==> config.mk <==
export PLATFORM = sky130hd
export DESIGN_NAME = mem_responder_flat
export DESIGN_NICKNAME = d
export VERILOG_FILES = /design/src/rtl/mem_responder_pkg.sv /design/src/rtl/mem_responder_if.sv /design/src/rtl/mem_responder_ram_sp.sv /design/src/rtl/mem_responder.sv /design/src/flat_wrapper.sv
export SDC_FILE = /design/constraint.sdc
export NUM_CORES = 2
export LEC_CHECK = 0
export ABC_CLOCK_PERIOD_IN_PS = 4800
export CAP_MARGIN = 20
export CORE_MARGIN = 8
export CORE_UTILIZATION = 41
export DETAILED_ROUTE_END_ITERATION = 8
export GPL_TIMING_DRIVEN = 0
export HOLD_SLACK_MARGIN = 0.02
export PLACE_DENSITY = 0.66
export SYNTH_ARGS = -nofsm -noshare
export SYNTH_HDL_FRONTEND = slang
export SYNTH_SLANG_ARGS = --single-unit
==> constraint.sdc <==
create_clock -name clk -period 4.8 [get_ports clk]
set_input_delay 0.96 -clock clk [delete_from_list [all_inputs] [get_ports clk]]
set_output_delay 0.96 -clock clk [all_outputs]
set_load 0.1 [all_outputs]
==> src/rtl/mem_responder_pkg.sv <==
// Shared definitions for the mem_cmd bus: command encoding, MMIO addresses and
// responder state encoding. Imported by the responder and the control FSM.
package mem_pkg;

    typedef enum logic [1:0] {
        MEM_NONE    = 2'b00,
        MEM_WRITE   = 2'b01,
        MEM_READ    = 2'b10,
        MEM_ILLEGAL = 2'b11
    } mem_cmd_t;

    typedef enum logic [1:0] {
        ST_IDLE = 2'b00,
        ST_WAIT = 2'b01,
        ST_RESP = 2'b10
    } resp_state_t;

    localparam logic [8:0] MMIO_LED_ADDR = 9'h100;
    localparam logic [8:0] MMIO_SW_ADDR  = 9'h140;

endpackage

==> src/rtl/mem_responder_if.sv <==
// mem_cmd bus between the control FSM (master) and the memory responder (slave).
interface mem_responder_if #(
    parameter int ADDR_W = 9,
    parameter int DATA_W = 16
);
    logic [1:0]        mem_cmd;
    logic [ADDR_W-1:0] mem_addr;
    logic [DATA_W-1:0] write_data;
    logic [DATA_W-1:0] read_data;
    logic              mem_ready;
    logic              mem_err;

    modport master (
        output mem_cmd, mem_addr, write_data,
        input  read_data, mem_ready, mem_err
    );

    modport slave (
        input  mem_cmd, mem_addr, write_data,
        output read_data, mem_ready, mem_err
    );
endinterface

==> src/rtl/mem_responder_ram_sp.sv <==
// ram_sp: single-port synchronous RAM, read-first, one-cycle read latency.
module ram_sp #(
    parameter int DATA_W = 16,
    parameter int DEPTH  = 256,
    localparam int AW    = (DEPTH > 1) ? $clog2(DEPTH) : 1
) (
    input  logic              clk,
    input  logic              we,
    input  logic [AW-1:0]     addr,
    input  logic [DATA_W-1:0] din,
    output logic [DATA_W-1:0] dout
);
    logic [DATA_W-1:0] mem_r [DEPTH];

    // Storage write and registered read of the addressed word.
    always_ff @(posedge clk) begin
        if (we) begin
            mem_r[addr] <= din;
        end
        dout <= mem_r[addr];
    end
endmodule

==> src/rtl/mem_responder.sv <==
// mem_responder: target end of the mem_cmd bus; services on-chip RAM and, when
// MEM_RESPONDER_MMIO_EN is defined, the LED (write) and switch (read) registers.
module mem_responder
    import mem_pkg::*;
#(
    parameter int ADDR_W      = 9,
    parameter int DATA_W      = 16,
    parameter int DEPTH       = 256,
    parameter int WAIT_CYCLES = 0
) (
    input  logic              clk,
    input  logic              reset,
    mem_responder_if.slave    bus,
    input  logic [7:0]        sw_in,
    output logic [7:0]        led_out
);
    localparam int               RAM_AW    = (DEPTH > 1) ? $clog2(DEPTH) : 1;
    localparam logic [3:0]       WAIT_LOAD = (WAIT_CYCLES > 0) ? 4'(WAIT_CYCLES - 1) : 4'd0;
    localparam logic [ADDR_W:0]  DEPTH_L   = (ADDR_W + 1)'(DEPTH);

    resp_state_t       state_r;
    mem_cmd_t          cmd_r;
    logic [ADDR_W-1:0] addr_r;
    logic [DATA_W-1:0] wdata_r;
    logic [3:0]        wait_cnt_r;
    logic [DATA_W-1:0] read_data_r;
    logic              mem_ready_r;
    logic              mem_err_r;

    logic              ram_hit_s;
    logic              sw_hit_s;
    logic              led_hit_s;
    logic              rd_ram_s;
    logic              rd_sw_s;
    logic              resp_err_s;
    logic              ram_we_s;
    logic [RAM_AW-1:0] ram_addr_s;
    logic [DATA_W-1:0] ram_dout_s;
    logic [DATA_W-1:0] sw_word_s;

    assign ram_hit_s = ({1'b0, addr_r} < DEPTH_L);
    assign sw_word_s = {{(DATA_W-8){1'b0}}, sw_in};

`ifdef MEM_RESPONDER_MMIO_EN
    logic [7:0] led_r;
    logic       wr_led_s;
    assign sw_hit_s  = (addr_r == ADDR_W'(MMIO_SW_ADDR));
    assign led_hit_s = (addr_r == ADDR_W'(MMIO_LED_ADDR));
    assign wr_led_s  = (cmd_r == MEM_WRITE) && led_hit_s;
    assign led_out   = led_r;
`else
    assign sw_hit_s  = 1'b0;
    assign led_hit_s = 1'b0;
    assign led_out   = 8'h00;
`endif

    // Classify the latched command against the address map.
    always_comb begin
        rd_ram_s   = 1'b0;
        rd_sw_s    = 1'b0;
        resp_err_s = 1'b1;
        case (cmd_r)
            MEM_READ: begin
                rd_ram_s   = ram_hit_s;
                rd_sw_s    = sw_hit_s && !ram_hit_s;
                resp_err_s = !(ram_hit_s || sw_hit_s);
            end
            MEM_WRITE: begin
                resp_err_s = !(ram_hit_s || led_hit_s);
            end
            default: begin
                resp_err_s = 1'b1;
            end
        endcase
    end

    // The read is launched from the live bus address in IDLE so dout lands in RESP.
    assign ram_addr_s = (state_r == ST_IDLE) ? bus.mem_addr[RAM_AW-1:0] : addr_r[RAM_AW-1:0];
    assign ram_we_s   = (state_r == ST_RESP) && (cmd_r == MEM_WRITE) && ram_hit_s && !reset;

    ram_sp #(
        .DATA_W (DATA_W),
        .DEPTH  (DEPTH)
    ) u_ram (
        .clk  (clk),
        .we   (ram_we_s),
        .addr (ram_addr_s),
        .din  (wdata_r),
        .dout (ram_dout_s)
    );

    // Transaction FSM: latch, optional stall, one-cycle response.
    always_ff @(posedge clk) begin
        if (reset) begin
            state_r     <= ST_IDLE;
            cmd_r       <= MEM_NONE;
            addr_r      <= {ADDR_W{1'b0}};
            wdata_r     <= {DATA_W{1'b0}};
            wait_cnt_r  <= 4'd0;
            read_data_r <= {DATA_W{1'b0}};
            mem_ready_r <= 1'b0;
            mem_err_r   <= 1'b0;
`ifdef MEM_RESPONDER_MMIO_EN
            led_r       <= 8'h00;
`endif
        end else begin
            mem_ready_r <= 1'b0;
            mem_err_r   <= 1'b0;
            case (state_r)
                ST_IDLE: begin
                    if (bus.mem_cmd != MEM_NONE) begin
                        cmd_r      <= mem_cmd_t'(bus.mem_cmd);
                        addr_r     <= bus.mem_addr;
                        wdata_r    <= bus.write_data;
                        wait_cnt_r <= WAIT_LOAD;
                        state_r    <= (WAIT_CYCLES > 0) ? ST_WAIT : ST_RESP;
                    end
                end
                ST_WAIT: begin
                    if (wait_cnt_r == 4'd0) begin
                        state_r <= ST_RESP;
                    end else begin
                        wait_cnt_r <= wait_cnt_r - 4'd1;
                    end
                end
                ST_RESP: begin
                    mem_ready_r <= 1'b1;
                    mem_err_r   <= resp_err_s;
                    if (rd_ram_s) begin
                        read_data_r <= ram_dout_s;
                    end else if (rd_sw_s) begin
                        read_data_r <= sw_word_s;
                    end
`ifdef MEM_RESPONDER_MMIO_EN
                    if (wr_led_s) begin
                        led_r <= wdata_r[7:0];
                    end
`endif
                    state_r <= ST_IDLE;
                end
                default: begin
                    state_r <= ST_IDLE;
                end
            endcase
        end
    end

    assign bus.read_data = read_data_r;
    assign bus.mem_ready = mem_ready_r;
    assign bus.mem_err   = mem_err_r;
endmodule

==> src/flat_wrapper.sv <==
// flat-port wrapper written by rule: the top's interface ports become plain ports
module mem_responder_flat import mem_pkg::*;
#(
    parameter int ADDR_W      = 9,
    parameter int DATA_W      = 16,
    parameter int DEPTH       = 256,
    parameter int WAIT_CYCLES = 0
)
  (clk, reset, sw_in, led_out, bus_mem_cmd, bus_mem_addr, bus_write_data, bus_read_data, bus_mem_ready, bus_mem_err);
  mem_responder_if #(.ADDR_W(ADDR_W), .DATA_W(DATA_W)) bus_i ();
  input  logic clk;
  input  logic reset;
  input  logic [7:0] sw_in;
  output logic [7:0] led_out;
  input wire logic [$bits(bus_i.mem_cmd)-1:0] bus_mem_cmd;
  input wire logic [$bits(bus_i.mem_addr)-1:0] bus_mem_addr;
  input wire logic [$bits(bus_i.write_data)-1:0] bus_write_data;
  output wire logic [$bits(bus_i.read_data)-1:0] bus_read_data;
  output wire logic [$bits(bus_i.mem_ready)-1:0] bus_mem_ready;
  output wire logic [$bits(bus_i.mem_err)-1:0] bus_mem_err;
  assign bus_i.mem_cmd = bus_mem_cmd;
  assign bus_i.mem_addr = bus_mem_addr;
  assign bus_i.write_data = bus_write_data;
  assign bus_read_data = bus_i.read_data;
  assign bus_mem_ready = bus_i.mem_ready;
  assign bus_mem_err = bus_i.mem_err;
  mem_responder #(.ADDR_W(ADDR_W), .DATA_W(DATA_W), .DEPTH(DEPTH), .WAIT_CYCLES(WAIT_CYCLES)) u_core (.clk(clk), .reset(reset), .bus(bus_i), .sw_in(sw_in), .led_out(led_out));
endmodule
Yosys cells after proc, flatten, opt, wreduce, memory -nomap -nowiden --
Memories as Yosys holds them, arrays and structs flattened. A register that Yosys moved wholly into a read port is not among the register bits. Cells that the tools add are included.
Cells by class: add/sub/neg operators 1, $lt $le $gt $ge 1, equal/unequal tests 7, multiplexer cells 12, bitwise operators 1, reduce and logical (&&, ||, !) cells 15
Operators with widths (count):
- 9-bit less-than comparator, second input constant | 1
- 4-bit 2-to-1 mux | 2
- 8-bit 2-to-1 mux | 1
- 4-bit one-hot mux with 2 select lines | 1
- 2-bit AND reduction | 3
- 1-bit 2-to-1 mux | 5
- 2-bit by 1-bit equality test with 1-bit output, second input constant | 2
- 2-bit equality test, second input constant | 2
- 4-bit zero test | 1
- 2-bit 2-to-1 mux | 2
- 2-bit != test, second input constant | 2
- 2-bit one-hot mux with 2 select lines | 1
- 2-bit nonzero test | 2
- 2-bit OR reduction | 2
- 4-bit by 1-bit subtractor with 4-bit output, second input constant | 1
- 1-bit logical AND | 3
- 3-bit AND reduction | 1
- 1-bit zero test | 2
- 2-bit zero test | 1
- 2-bit by 1-bit != test with 1-bit output, second input constant | 1
- 1-bit inverter | 1
Storage, ports and cells: register bits after elaboration 51, bits in writable memories 4096, output and inout port bits 26, memories 1
Memory list:
- u_core.u_ram.mem_r | words 256, width 16, read ports 1, clocked after Yosys merged registers in 1, write ports 1, line mem_responder_ram_sp.sv:13 | logic [DATA_W-1:0] mem_r [DEPTH];

Depth between registers and ports, before layout --
depth in word-level cells 6, mapped depth 10, gate-level depth less buffers 7

Modules after synthesis --
Synthesis repeated with hierarchy kept, for this count alone.
Unflattened totals: cells, all modules 6945, area, all modules 157219.5 sq um
By module, submodules not included:
- ram_sp | instances 1, cells an instance 6727, area an instance 155399.0 sq um
- mem_responder | instances 1, cells an instance 218, area an instance 1820.5 sq um

Least setup slack after synthesis --
Ideal clock, no wire load.
kind reg-to-reg, start point register u_core.wdata_r[0], end point memory u_core.u_ram.mem_r[0][0], data pin, arrival 3397 ps, path slack 547 ps, cell stages (with the launch flop) 1, period minus slack after synthesis 4253 ps, path through dfxtp_1
RTL lines:
- from (decl) | line mem_responder.sv:24 | logic [DATA_W-1:0] wdata_r;
- from (signal assigned) | line mem_responder.sv:98 | wdata_r <= {DATA_W{1'b0}};
- from (signal assigned) | line mem_responder.sv:114 | wdata_r <= bus.write_data;
- to (decl) | line mem_responder_ram_sp.sv:13
Straight into the memory's write port.

Final worst setup path --
start point input bus_mem_addr[3], end point register u_core.u_ram.dout[1] (read register of u_core.u_ram.mem_r)
On the way: longest elaborated chain between the ends 1
RTL lines:
- from (decl) | line flat_wrapper.sv:16 | input wire logic [$bits(bus_i.mem_addr)-1:0] bus_mem_addr;
- 8-bit 2-to-1 mux | line mem_responder.sv:78 | assign ram_addr_s = (state_r == ST_IDLE) ? bus.mem_addr[RAM_AW-1:0] : addr_r[RAM_AW-1:0];
- to (decl) | line mem_responder_ram_sp.sv:11 | output logic [DATA_W-1:0] dout
Every way passes these cells. A chain may end at the register's enable or synchronous reset.

==> impl_metrics.yaml <==
clocking:
  cts_buffer_depth: 4
  postCtsHoldBufs: 0
  cts_sinks: 4158
  clk_pin_slew_ps: 60
  htreeDepth: 5
  cts-root-buf: "clkbuf_16"
  cts_inserted_buffers: 404
  worstSkewPairLatency_ps: 980
  cts_tree: "done"
sta:
  maxSlewViolCount: 0
  min_period_ps: 5040
  layout_setup_ws_ps: -242
  period_share: 1.05
  relSlewSlack: 0.101
  finalHoldViolations: 0
  worst_slew_pin_slew_ps: 1330
  skew_ps: 71.9
  clock.fmax_mhz: 198
  finalSetupViolations: 74
  rsz0062_at_grt: "yes"
route:
  remaining_drc_errors: 0
  first_pass_iters: 6
  ant_nets: 0
  routed-via-count: 88400
  dr.first_iter.drc_count: 12000
  via_per_inst: 5.92
  avgRoutedWirePerCell_um: 31.5
  totalWireLength_um: 471000
power:
  cellLeakagePower_nw: 62.8
  p_per_area_nw_per_um2: 418
  internal_power_mw: 59.3
  clkPwrFrac: 0.402
  p_sw_frac: 0.231
  combPwrFrac: 0.075
  vdd_ir_drop_max_mv: 0.356
  power.share.sequential: 0.524
  power.switching_mw: 17.8
global_routing:
  grt_start_max_net_pins: 82
  grtUsageTotal: 0.222
  grt_overflow: 0
  grt_pass1_vias: 85600
  antenna_found_initial: 41
  grt_pass1_wl_um: 645000
worst_setup_path:
  regToRegEndpoint: "u_core.u_ram.dout[13]"
  ff2ff_path_depth: 9
  cp_max_fo: 11
  worst_setup_path_end_kind: "register"
  worstPathRequired_ps: 5660
  crit_start: "bus_mem_addr[3]"
  crit_arrival_ps: 5900
  cp-start-kind: "input port"
  r2r_setup_slack_ps: -140
  r2r-start: "u_core.state_r[1]"
  crit_type: "in2reg"
finish:
  drive_above_1_share: 0.150
  final_area_um2: 185000
  regArea_um2: 124000
  fillCellCount: 31200
  synthToLayoutAreaGrowth_pct: 16.4
  fin_nets: 9437
  stdcell_count: 14900
  multi_input_area_um2: 33200
floorplan:
  num_rows: 228
  die-area_um2: 407000
  die_w_um: 638
  fp.coreArea_um2: 385000
  num_io_pins: 63
  start_util: 0.411
  die_y_um: 638
placed_design:
  pre_cts_slack_ps: -2090
  placed_area_um2: 170000
  hpwl_um: 329000
  dp.cells: 14200
  io_buffers: 44
  gp_congestion: 0.933
yosys:
  synthSimpleGateAreaFrac: 0.0109
  synth_top_area_share: 0.776
  yosysTopAreaCell: "edfxtp_1"
  synthTopCellsByArea: "edfxtp_1 (78%), mux2i_1 (13%), o22ai_1 (4.1%), o41ai_1 (1.4%), dfxtp_1 (0.78%)"
  synth_compound_area_frac: 0.0604
  synth_edf_count: 4096
  synth_top_family_by_area: "multiplexers"
  yosys.cell_count.top_type: "edfxtp_1"
  synthesis.area_um2: 159000
  ys_ff_latch: 4158
  yosys_warnings: 0
  synth_sequential_area_ratio: 0.784
  synth-xor-area-share: 0
  syn_avg_cell_area_um2: 18.5
  synthAdderAreaFrac: 0.000158
  synth.distinct_cells: 37
  ys_async_sr_fraction: 0
  synthCells: 8593
  synthMuxAreaShare: 0.130
  yosys_most_used_dff: "edfxtp_1"
  synth_common_cells: "edfxtp_1 (4096), mux2i_1 (2049), o22ai_1 (1027), nor2_1 (265)"
hold_path:
  hold-path-endpoint: "u_core.bus.read_data[15]"
  hp-start: "reset"
  whs_path_depth: 2
  worst_hold_path_type: "in2reg"
status:
  failed_checks: "setup timing"
  status: "finished with violations"
flow_run:
  drv_cap: 0
[worst max-delay path by stage]
stage	slack, ps	endpoint	cells past startpoint
after floorplan	550	u_core.u_ram.mem_r[0][0]	0
after global placement	-5300	u_core.u_ram.mem_r[54][10]	0
after detailed placement	-2090	u_core.u_ram.dout[10]	9
after CTS	-90	u_core.u_ram.mem_r[9][8]	10
after global routing	-60	u_core.u_ram.dout[9]	9
final	-240	u_core.u_ram.dout[1]	9
[what timing repair did]
item                                    4_1_cts  5_1_grt
pin swaps                                     0        0
gates resized for setup                     163       63
endpoints found under the setup margin     3598      412
buffers inserted                              0        0
[state kept, by name, summed over array words and instances (netlist names)]
name                  count
u_core.u_ram.mem_r     4096
u_core.bus.read_data     16
u_core.u_ram.dout        16
u_core.wdata_r           16
u_core.addr_r             9
u_core.cmd_r              2
u_core.bus.mem_err        1
u_core.bus.mem_ready      1
u_core.state_r            1
[area by class of cell]
cell class | count | share of cell area
clock buffers | 506 | 0.0577
repair buffers | 393 | 0.0276
plain buffers | 541 | 0.0137
diodes | 42 | 0.000569
well taps | 5175 | 0.0351
clock inverters | 231 | 0.0117
flip-flops and latches | 4158 | 0.673
inverters | 4 | 0.0000814
multi-input cells | 3896 | 0.180
[placed cells by master, fill, tap and decap left out, types with 77 or more instances in the layout]
| master | Yosys | routed |
|---|---|---|
| edfxtp_1 | 4096 | 4096 |
| mux2i_1 | 2049 | 2049 |
| o22ai_1 | 1027 | 1026 |
| clkbuf_16 | 0 | 410 |
| clkbuf_1 | 256 | 301 |
| buf_2 | 233 | 272 |
| o41ai_1 | 256 | 169 |
| nor2_1 | 265 | 163 |
| buf_4 | 12 | 125 |
| nand2_1 | 123 | 120 |
| buf_6 | 7 | 89 |
| clkinv_1 | 0 | 84 |
| clkinv_2 | 0 | 79 |
| o41ai_2 | 0 | 77 |
[stage by stage]
stage                      util  power, mW  setup TNS (ps)  hold slack (ps)
after floorplan               -       44.1               0              417
after global placement    0.429       46.7               -              443
after detailed placement  0.442       46.7        -3260530              444
after CTS                 0.478       77.1           -1860              334
after global routing      0.479       78.7            -398              419
final                     0.479       77.1           -3170              394
[cells by family (layout without fill, tap and decap cells)]
family | Yosys count | after routing
adders and majority gates | 2 | 2
other | 1 | 50
AOI/OAI and AO/OA | 1408 | 1408
DFF | 4158 | 4158
muxes | 2051 | 2051
buffers and inverters | 546 | 1675
and+or+nand+nor | 427 | 427
[critical path, cell delays in order]
cell and delay (ps):
clkdlybuf4s50_1 710, nor3_1 170, o21ai_2 600, buf_2 620, clkbuf_1 470, o22ai_1 250
o41ai_2 780, a41oi_1 640, or4_1 670
[power by group through the flow]
stage	Sequential, mW	Combinational, mW	Clock [mW]
5_1_grt	40.3	5.88	32.5
2_1_floorplan	41.4	2.71	0
3_3_place_gp	42.2	4.51	0
4_1_cts	40.4	5.62	31.1
6_report	40.4	5.78	31.0
3_5_place_dp	41.1	5.52	0
[routing by layer]
metal / global-route usage / up-vias / wire, um
met4: 0.122 / 4 / 30100
met1: 0.291 / 45100 / 177000
met5: 0 / - / 27
met2: 0.342 / 5415 / 211000
li1: - / 36800 / -
met3: 0.0509 / 1027 / 53400
(Power assumes the default switching activity.)
